### src/rtl/acia_rx_ctrl.sv
`default_nettype none
// ============================================================================
//  Module   : acia_rx_ctrl
//  Brief    : ACIA receive side: 9-bit {err,data} FIFO, status/control regs,
//             interrupt, optional rts_n hysteresis (enable with ACIA_RX_RTS_EN).
//  Revision : 1.0 - initial release
// ============================================================================
module acia_rx_ctrl #(
  parameter int DEPTH_LOG2 = 3,
  parameter int RTS_HI     = 6,
  parameter int RTS_LO     = 2
) (
  input  logic       clk,
  input  logic       rst,
  input  logic [7:0] rx_dat,
  input  logic       rx_stb,
  input  logic       rx_err,
  input  logic       cs,
  input  logic       we,
  input  logic       rs,
  input  logic [7:0] din,
  output logic [7:0] dout,
  output logic       irq,
  output logic       rts_n
);

  localparam int               c_depth = 1 << DEPTH_LOG2;
  localparam int               c_cw    = DEPTH_LOG2 + 1;
  localparam logic [c_cw-1:0]  c_full  = c_cw'(c_depth);

  logic [8:0]            r_mem [0:c_depth-1];
  logic [DEPTH_LOG2-1:0] r_wr_ptr;
  logic [DEPTH_LOG2-1:0] r_rd_ptr;
  logic [c_cw-1:0]       r_count;
  logic                  r_overrun;
  logic                  r_rx_ie;
  logic                  r_err_ie;
  logic                  r_err_q;

  logic                  w_err_rise;
  logic                  w_push;
  logic                  w_empty;
  logic                  w_full;
  logic                  w_rd_data;
  logic                  w_rd_stat;
  logic                  w_wr_ctl;
  logic                  w_flush;
  logic                  w_pop;
  logic                  w_push_ok;
  logic [c_cw-1:0]       w_count_nxt;
  logic [8:0]            w_head;
  logic                  w_head_err;
  logic [7:0]            w_status;
  logic                  w_unused_din;

  assign w_err_rise = rx_err & ~r_err_q;
  assign w_push     = rx_stb | w_err_rise;
  assign w_empty    = (r_count == '0);
  assign w_full     = (r_count == c_full);
  assign w_rd_data  = cs & ~we & rs;
  assign w_rd_stat  = cs & ~we & ~rs;
  assign w_wr_ctl   = cs & we & ~rs;
  assign w_flush    = w_wr_ctl & din[2];
  assign w_pop      = w_rd_data & ~w_empty;
  // A pop in the same cycle frees the slot, so a full FIFO still accepts.
  assign w_push_ok  = w_push & (~w_full | w_pop);
  assign w_unused_din = ^din[7:3];

  always_comb begin
    w_count_nxt = r_count;
    if (w_flush) begin
      w_count_nxt = '0;
    end else if (w_push_ok && !w_pop) begin
      w_count_nxt = r_count + 1'b1;
    end else if (!w_push_ok && w_pop) begin
      w_count_nxt = r_count - 1'b1;
    end
  end

  always_ff @(posedge clk) begin
    if (!rst && w_push_ok && !w_flush) begin
      r_mem[r_wr_ptr] <= {w_err_rise, rx_dat};
    end
  end

  always_ff @(posedge clk) begin
    if (rst) begin
      r_wr_ptr  <= '0;
      r_rd_ptr  <= '0;
      r_count   <= '0;
      r_overrun <= 1'b0;
      r_rx_ie   <= 1'b0;
      r_err_ie  <= 1'b0;
      r_err_q   <= 1'b0;
    end else begin
      r_err_q <= rx_err;
      r_count <= w_count_nxt;
      if (w_flush) begin
        r_wr_ptr <= '0;
        r_rd_ptr <= '0;
      end else begin
        if (w_push_ok) r_wr_ptr <= r_wr_ptr + 1'b1;
        if (w_pop)     r_rd_ptr <= r_rd_ptr + 1'b1;
      end
      if (w_flush) begin
        r_overrun <= 1'b0;
      end else if (w_push && !w_push_ok) begin
        r_overrun <= 1'b1;
      end else if (w_rd_stat) begin
        r_overrun <= 1'b0;
      end
      if (w_wr_ctl) begin
        r_rx_ie  <= din[0];
        r_err_ie <= din[1];
      end
    end
  end

`ifdef ACIA_RX_RTS_EN
  localparam logic [c_cw-1:0] c_rts_hi = c_cw'(RTS_HI);
  localparam logic [c_cw-1:0] c_rts_lo = c_cw'(RTS_LO);
  logic r_rts_n;

  // Hysteresis: judged on the post-update count, held between thresholds.
  always_ff @(posedge clk) begin
    if (rst) begin
      r_rts_n <= 1'b0;
    end else if (w_count_nxt >= c_rts_hi) begin
      r_rts_n <= 1'b1;
    end else if (w_count_nxt <= c_rts_lo) begin
      r_rts_n <= 1'b0;
    end
  end
  assign rts_n = r_rts_n;
`else
  logic w_unused_rts;
  assign w_unused_rts = (RTS_HI > RTS_LO);
  assign rts_n = 1'b0;
`endif

  assign w_head     = r_mem[r_rd_ptr];
  assign w_head_err = ~w_empty & w_head[8];
  assign irq        = (r_rx_ie & ~w_empty) | (r_err_ie & (r_overrun | w_head_err));
  assign w_status   = {irq, 2'b00, rts_n, w_full, r_overrun, w_head_err, ~w_empty};
  assign dout       = rs ? (w_empty ? 8'h00 : w_head[7:0]) : w_status;

endmodule
`default_nettype wire

### config.mk
export PLATFORM = sky130hd
export DESIGN_NAME = acia_rx_ctrl
export DESIGN_NICKNAME = d
export VERILOG_FILES = /design/src/rtl/acia_rx_ctrl.sv
export SDC_FILE = /design/constraint.sdc
export NUM_CORES = 1
export LEC_CHECK = 0
export CAP_MARGIN = 0
export CELL_PAD_IN_SITES_DETAIL_PLACEMENT = 1
export CELL_PAD_IN_SITES_GLOBAL_PLACEMENT = 2
export CORE_MARGIN = 3
export CORE_UTILIZATION = 42
export DETAILED_ROUTE_END_ITERATION = 8
export GPL_ROUTABILITY_DRIVEN = 0
export PLACE_DENSITY = 0.81
export REMOVE_ABC_BUFFERS = 1
export SETUP_SLACK_MARGIN = 0.15
export SKIP_CTS_REPAIR_TIMING = 1
export SYNTH_ARGS = -nofsm -noshare
export SYNTH_HDL_FRONTEND = slang
export SYNTH_SLANG_ARGS = --single-unit
### constraint.sdc
create_clock -name clk -period 3.6 [get_ports clk]
set_input_delay 0.72 -clock clk [delete_from_list [all_inputs] [get_ports clk]]
set_output_delay 0.72 -clock clk [all_outputs]
set_load 0.02 [all_outputs]
==> results.rst, run 1 <==
.. list-table::
   :header-rows: 1

   * - Metric
     - Value
   * - Outcome
     - finished clean
   * - Effective utilization at floorplan
     - 43.77%
   * - HPWL after detailed placement
     - approximately 4.8 mm
   * - Fraction of the mapped netlist area in simple logic gates
     - 5.929%
   * - Vias post-DR
     - 1946
   * - Hold path startpoint
     - r_rd_ptr[1]$_SDFFE_PP0P_
   * - Area share of the largest cell type after synthesis
     - between 50% and 60%
   * - Total Neg Setup Slack
     - 0 ns
   * - Worst-path fanout max
     - 4
   * - P_int
     - 1867 uW
   * - Buffer type at the clock tree root
     - clkbuf_8
   * - Worst-path clk slew
     - approximately 0.08 ns
   * - Row Count
     - 33
   * - Area fraction in compound gates after synthesis
     - 4.489%
   * - Main combinational cell family by area after synthesis
     - multiplexers
   * - Fraction of synthesized cell area in xor and xnor cells
     - about 1.4%
   * - Power share of the sequential group
     - between 40% and 50%
   * - Number of max-cap violations
     - 0
   * - Worst Hold Path Cells
     - 2
   * - Kind of launch point of the worst setup path
     - flop
   * - Final-layout fill cell count
     - 808
   * - Part of the total power dissipated in combinational logic
     - 23.2%
   * - Die area
     - 9848 um^2
   * - Worst R2R End
     - r_count[3]$_SDFFE_PP0P_
   * - Final setup violation count
     - 0
   * - GRT Overall Usage
     - 15.54%
   * - Net switching share of the total power
     - a little over a quarter
   * - Clock insertion delay at the later pin of the skew report
     - 0.34 ns
   * - Maximum number of pins on one net before global-route repair
     - 15
   * - Leakage power figure
     - 0.001445 uW
   * - Biggest area consumer among synthesized cells
     - edfxtp_1
   * - Cell area after placement
     - between 4000 and 5000 um^2
   * - Peak clock frequency supported by timing
     - ~300 MHz
   * - Final hold slack
     - ~0.51 ns
   * - Wire length of the first global-routing pass
     - 11.34 mm
   * - Wire length per cell after detailed routing
     - between 15 and 20 um
   * - Async set-or-reset flop fraction in the synthesized netlist
     - 0%
   * - Setup repair after global routing missed its margin
     - no
   * - Power, Total
     - 2565 uW
   * - Synthesized cell area
     - 3651 um^2
   * - Die H
     - 99.24 um
   * - Shortest period the worst path allows
     - 3.324 ns
   * - Portion of the post-synthesis area used by sequential elements
     - 68.54%
   * - Share of final-layout standard cells stronger than drive strength 1
     - between 10% and 20%
   * - Number of diodes added for antenna fixing
     - 0
   * - Commonest cells after routing, fill and taps aside
     - edfxtp_1, clkdlybuf4s50_1, nor2_1
   * - Path type of the worst min-delay path
     - reg -> reg
   * - Synth cell types
     - 40
   * - Total routed wirelength
     - about 7 mm
   * - Syn_area_per_cell
     - roughly 17 um^2
   * - Logic depth of the worst register-to-register path
     - 10
   * - Clock buffer count from CTS
     - 9
   * - Post-synthesis cell count
     - 215
   * - Antenna violations before repair
     - 0
   * - Origin of the critical flop-to-flop path
     - r_count[1]$_SDFFE_PP0P_
   * - Number of remaining DRC errors
     - 0
   * - Residual overflow from global routing
     - 0
   * - Switching power
     - between 600 and 700 uW
   * - Vias per std cell
     - between 5 and 6
   * - Via count of the first global-routing pass
     - between 2000 and 2500
   * - Final layout net count
     - 286
   * - Setup Skew
     - 0.009465 ns
   * - Finished Cell Area
     - 4315 um^2
   * - Number of DRC markers after the initial detailed-route iteration
     - 57
   * - Mux contribution to synthesized area
     - 15.18%
   * - Crit. End Element
     - output port
   * - TritonCTS sink count
     - 89
   * - Area growth from synthesis to layout
     - 18.20%
   * - Total iterations of the first detailed-routing run
     - 4
   * - DRT antenna net count
     - 0
   * - Power per cell area
     - between 500 and 600 nW/um^2
   * - Setup slack of the worst register-to-register path
     - 0.76 ns
   * - Clock share of power
     - 27.6%
   * - Leading cell types by total area after synthesis
     - edfxtp_1, mux4_2, dfxtp_1
   * - Leading cell type in the layout, fill and taps excluded
     - edfxtp_1
   * - Number of hold violations in the final report
     - 0
   * - Required time at the worst-slack endpoint
     - 2.88 ns
   * - Top-level port count
     - 33
   * - Share of the clock period used by the worst path
     - 92.34%
   * - Data arrival time at the worst-slack endpoint
     - 2.60 ns
   * - Category of the most critical setup path
     - reg -> out
   * - Dpl cells
     - about 350
   * - Core outline area
     - approximately 8300 um^2
   * - Max rail drop VDD
     - around 0.22 mV
   * - H-tree depth
     - 3
   * - Buffer depth of the longest clock path
     - 2
   * - Floorplan die width
     - 99.24 um
   * - Pins over their slew limit
     - 0
   * - Flip-flop and latch count after synthesis
     - 89
   * - Filler-free cell count of the finished design
     - about 370
   * - EDFF count, synth
     - 72
   * - Post-Synth Adder-Cell Area
     - 2.262%
   * - Count of yosys warnings during synthesis
     - 0
   * - Input/output buffers
     - 26
   * - TritonCTS clock tree
     - yes
   * - Dominant register cell in the synthesized netlist
     - edfxtp_1
==> power groups by stage <==
stage / clock network (uW) / logic [uW] / registers [uW]
after floorplan: 0 / 370 / 1270
after global placement: 0 / 596 / 1280
after detailed placement: 0 / 604 / 1290
after CTS: 732 / 608 / 1260
after global routing: 774 / 658 / 1270
final: 707 / 596 / 1260
==> layout make-up <==
| cell class | instances | area, um^2 | share of cell area, % |
|---|---|---|---|
| sequential | 89 | 2502 | 57.99 |
| multi-input combinational | 111 | 1074 | 24.88 |
| timing repair buffer | 41 | 380.4 | 8.814 |
| tap | 105 | 131.4 | 3.044 |
| clock buffer | 10 | 127.6 | 2.957 |
| clock inverter | 6 | 81.33 | 1.885 |
| inverter | 5 | 18.77 | 0.4349 |
==> through the flow <==
| step | setup WS, ns | utilization, % |
|---|---|---|
| detailed placement | 0.2852 | 49.14 |
| CTS | 0.1464 | 51.65 |
| global route | 0.1537 | 51.74 |
| global placement | 0.2867 | 49.14 |
| finish | 0.2756 | 51.74 |
| floorplan | 0.6141 | - |
==> sequential cells by signal, summed over array words and instances (netlist names), named ones only <==
signal     flops
r_count        4
r_err_q        1
r_overrun      1
r_err_ie       1
r_mem         72
r_rd_ptr       3
r_rx_ie        1
r_wr_ptr       3
==> worst max path at each step <==
| stage | end | cells after the start |
|---|---|---|
| after detailed placement | r_count[3]$_SDFFE_PP0P_ | 11 |
| final | dout[7] | 5 |
| after CTS | dout[0] | 5 |
| after global routing | dout[7] | 5 |
| after floorplan | dout[7] | 4 |
| after global placement | r_count[3]$_SDFFE_PP0P_ | 11 |
==> layer usage <==
layer	GRT usage (%)	share of wire, %
met1	20.93	46
met4	4.937	1.7
met2	24.59	49
met5	0	0
met3	4.418	3.4
==> synth_stat cells, types with 3 or more instances <==
cell type	instances
dfxtp_1	17
edfxtp_1	72
xnor2_1	4
mux2i_1	13
nand2_1	7
a21oi_1	7
ha_1	5
nand2b_1	4
nor2_1	23
clkbuf_1	3
buf_2	3
inv_1	5
mux4_2	16
==> worst max-delay path: stages (launching register included) <==
cell             delay [ns]
dfxtp_1                0.49
mux4_2                 0.55
mux2_2                 0.31
a31o_1                 0.26
o2bb2ai_1              0.13
clkdlybuf4s50_1        0.53
==> cells by family after synthesis <==
family	count (synthesis)
flops	89
simple gates	45
mux	32
compound gates	21
buf+inv	15
fa+ha+maj	6
xor+xnor	6
other cells	1
(Power assumes the default switching activity.)
==> run 2, diff against run 1 <==
- ABC_AREA: default -> 0
- CTS_CLUSTER_SIZE: default -> 40
- clock period: 3.6 -> 3.4 ns (I/O delays scaled with it)
==> run 2 against run 1 <==
  * Worst setup slack worse by 0.0064 ns
  * Non-clock buffer count is 2 higher
  * Global-route usage is 0.68 points higher
  * Die area stayed put
  * Combinational power is 8.9% higher
  * Critical path type unchanged
  * Largest cell class unchanged
==> results.rst, run 2 (synthesis gave the netlist of run 1 again) <==
.. list-table::
   :header-rows: 1

   * - Metric
     - Value
   * - Number of max-cap violations
     - 0 (unchanged)
   * - Worst-path cell chain
     - or4_1 -> a22o_1 -> a31o_1 -> o2bb2ai_1 -> clkdlybuf4s50_1
   * - Power share of the sequential group
     - 51.4% (+2.2 points)
   * - Buffer type at the clock tree root
     - clkbuf_8
   * - Peak clock frequency supported by timing
     - 319.4 MHz
   * - H-tree depth
     - 3 (unchanged)
   * - P_int
     - 1836 uW (-1.7%)
   * - Total Neg Setup Slack
     - 0 ns (unchanged)
   * - Origin of the critical flop-to-flop path
     - r_count[1]$_SDFFE_PP0P_
   * - Crit. End Element
     - output port
   * - DRT antenna net count
     - 0 (unchanged)
   * - Worst-path clk slew
     - 0.08 ns (about the same)
   * - Maximum number of pins on one net before global-route repair
     - 18 (+3)
   * - Share of final-layout standard cells stronger than drive strength 1
     - 19.39% (+1.1 points)
   * - Sequential cell area in the final layout
     - 2506 um^2 (+0.15%)
   * - Crit path capture
     - dout[7]
   * - Max FFs per register
     - 72 (unchanged)
   * - Die area
     - 9848 um^2 (unchanged)
   * - Antenna violations before repair
     - 0 (unchanged)
   * - End-of-flow core utilization
     - 51.46% (-0.29 points)
   * - Number of hold violations in the final report
     - 0 (unchanged)
   * - Vias post-DR
     - 1992 (+2.4%)
   * - GRT Overall Usage
     - 16.21% (+0.68 points)
   * - Required time at the worst-slack endpoint
     - 2.72 ns (-0.16 ns)
   * - Final setup violation count
     - 0 (unchanged)
   * - Worst-path fanout max
     - 6 (+2)
   * - Clock buffer count from CTS
     - 9 (unchanged)
   * - Floorplan die width
     - 99.24 um (unchanged)
   * - Number of diodes added for antenna fixing
     - 0 (unchanged)
   * - Area of combinational cells with multiple inputs
     - 1074 um^2 (unchanged)
   * - Clock share of power
     - 23.6% (-4.0 points)
   * - Net switching share of the total power
     - 29.31% (+2.1 points)
   * - Wire length per cell after detailed routing
     - 20.26 um (+5.7%)
   * - Share of the clock period used by the worst path
     - 92.08%
   * - Final hold slack
     - 0.5022 ns (-0.006494 ns)
   * - Effective utilization at floorplan
     - 43.77% (unchanged)
   * - Input/output buffers
     - 26 (unchanged)
   * - Shortest period the worst path allows
     - 3.131 ns
   * - Data arrival time at the worst-slack endpoint
     - 2.45 ns (-0.15 ns)
   * - Path type of the worst min-delay path
     - reg -> reg
   * - Via count of the first global-routing pass
     - 2144 (+2.8%)
   * - Pins over their slew limit
     - 0 (unchanged)
   * - Core outline area
     - 8341 um^2 (unchanged)
   * - Setup repair after global routing missed its margin
     - no
   * - Number of DRC markers after the initial detailed-route iteration
     - 82 (+44%)
   * - Area growth from synthesis to layout
     - 17.55%
   * - Largest reg by FF count
     - r_mem
   * - Cell area after placement
     - 4126 um^2 (+0.67%)
   * - HPWL after detailed placement
     - 5.039 mm (+4.6%)
   * - Wire length of the first global-routing pass
     - 11.69 mm (+3.0%)
   * - Part of the total power dissipated in combinational logic
     - 25.0% (+1.8 points)
   * - Final-layout fill cell count
     - 804 (-0.50%)
   * - Buffer depth of the longest clock path
     - 2 (unchanged)
   * - Filler-free cell count of the finished design
     - 368 (+0.27%)
   * - Total iterations of the first detailed-routing run
     - 4 (unchanged)
   * - Vias per std cell
     - 5.413 (+2.1%)
   * - Switching power
     - 761.3 uW (+9.1%)
   * - Kind of launch point of the worst setup path
     - flop
   * - TritonCTS clock tree
     - yes
   * - Finished Cell Area
     - 4292 um^2 (-0.55%)
   * - Max rail drop VDD
     - 0.2147 mV (-0.72%)
   * - Dpl cells
     - 353 (+0.57%)
   * - Setup slack of the worst register-to-register path
     - 0.57 ns (-0.19 ns)
   * - Row Count
     - 33 (unchanged)
   * - Setup Skew
     - 0.01031 ns (+0.0008480 ns)
   * - Slowest cell on the critical path
     - or4_1
   * - Die H
     - 99.24 um (unchanged)
   * - Total routed wirelength
     - 7.454 mm (+6.0%)
   * - Top-level port count
     - 33 (unchanged)
   * - Number of remaining DRC errors
     - 0 (unchanged)
   * - Commonest cells after routing, fill and taps aside
     - edfxtp_1, clkdlybuf4s50_1, nor2_1
   * - Leading cell type in the layout, fill and taps excluded
     - edfxtp_1
   * - Leakage power figure
     - 0.001431 uW (-0.96%)
   * - Registers with the most flip-flops
     - r_mem x72, r_count x4
   * - Max incr delay on CP
     - 0.63 ns (+0.08 ns)
   * - Clock insertion delay at the later pin of the skew report
     - 0.35 ns (about the same)
   * - Residual overflow from global routing
     - 0 (unchanged)
   * - Worst R2R End
     - r_count[3]$_SDFFE_PP0P_
   * - Final layout net count
     - 288 (+0.70%)
   * - TritonCTS sink count
     - 89 (unchanged)
   * - Logic depth of the worst register-to-register path
     - 10 (unchanged)
   * - Power per cell area
     - 605.1 nW/um^2 (+1.8%)
   * - Worst setup path startpoint
     - r_count[1]$_SDFFE_PP0P_
   * - Category of the most critical setup path
     - reg -> out
   * - Outcome
     - finished clean
## run 2: cell types whose count changed in the layout (fill, tap and decap cells not counted), sizes merged
cell | previous run | this run
clkinv | 3 | 4
clkinvlp | 0 | 1
inv | 6 | 5
buf | 15 | 17
bufinv | 2 | 0
## run 2: area by class of cell
class / instances / area share, %
multi-input cells: 111 / 25.01
flip-flops and latches: 89 / 58.40
repair buffers: 43 / 9.329
inverters: 5 / 0.4373
clock inverters: 5 / 0.7872
well taps: 105 / 3.061
clock buffers: 10 / 2.974
## run 2: power by group through the flow
stage / Sequential, uW / Combinational [uW] / Clock [uW]
detailed placement: 1360 / 659 / 0
floorplan: 1350 / 392 / 0
CTS: 1340 / 664 / 628
global route: 1350 / 710 / 678
global placement: 1360 / 646 / 0
finish: 1340 / 649 / 613
## run 2: worst min path at each step
stage,startpoint,endpoint,slack [ns],cells past startpoint
after floorplan,r_rd_ptr[1]$_SDFFE_PP0P_,flop,0.45,2
after global routing,r_rd_ptr[1]$_SDFFE_PP0P_,flop,0.53,2
final,r_rd_ptr[1]$_SDFFE_PP0P_,flop,0.50,2
after detailed placement,r_rd_ptr[1]$_SDFFE_PP0P_,flop,0.49,2
after global placement,r_rd_ptr[1]$_SDFFE_PP0P_,r_rd_ptr[1]$_SDFFE_PP0P_,0.48,2
after CTS,r_rd_ptr[1]$_SDFFE_PP0P_,flop,0.51,2
## run 2: metal layers
layer	up-vias	global-route usage (%)	share of wire (%)
li1	915	-	-
met2	23	26.70	52
met5	-	0	0
met1	1048	21.05	45
met4	0	5.672	1.3
met3	6	3.997	2.4
## run 2: metrics by stage
| step | total power [uW] | worst slack (ns) |
|---|---|---|
| floorplan | 1741 | 0.4541 |
| global placement | 2001 | 0.1741 |
| detailed placement | 2021 | 0.1197 |
| CTS | 2628 | 0.08620 |
| global route | 2737 | 0.1785 |
| finish | 2597 | 0.2692 |
## run 2: critical path, delay by kind of cell (launching register included)
family / cells / cell delay (ns)
and+or+nand+nor: 1 / 0.63
DFF: 1 / 0.40
buffers and inverters: 1 / 0.53
AOI/OAI and AO/OA: 3 / 0.54
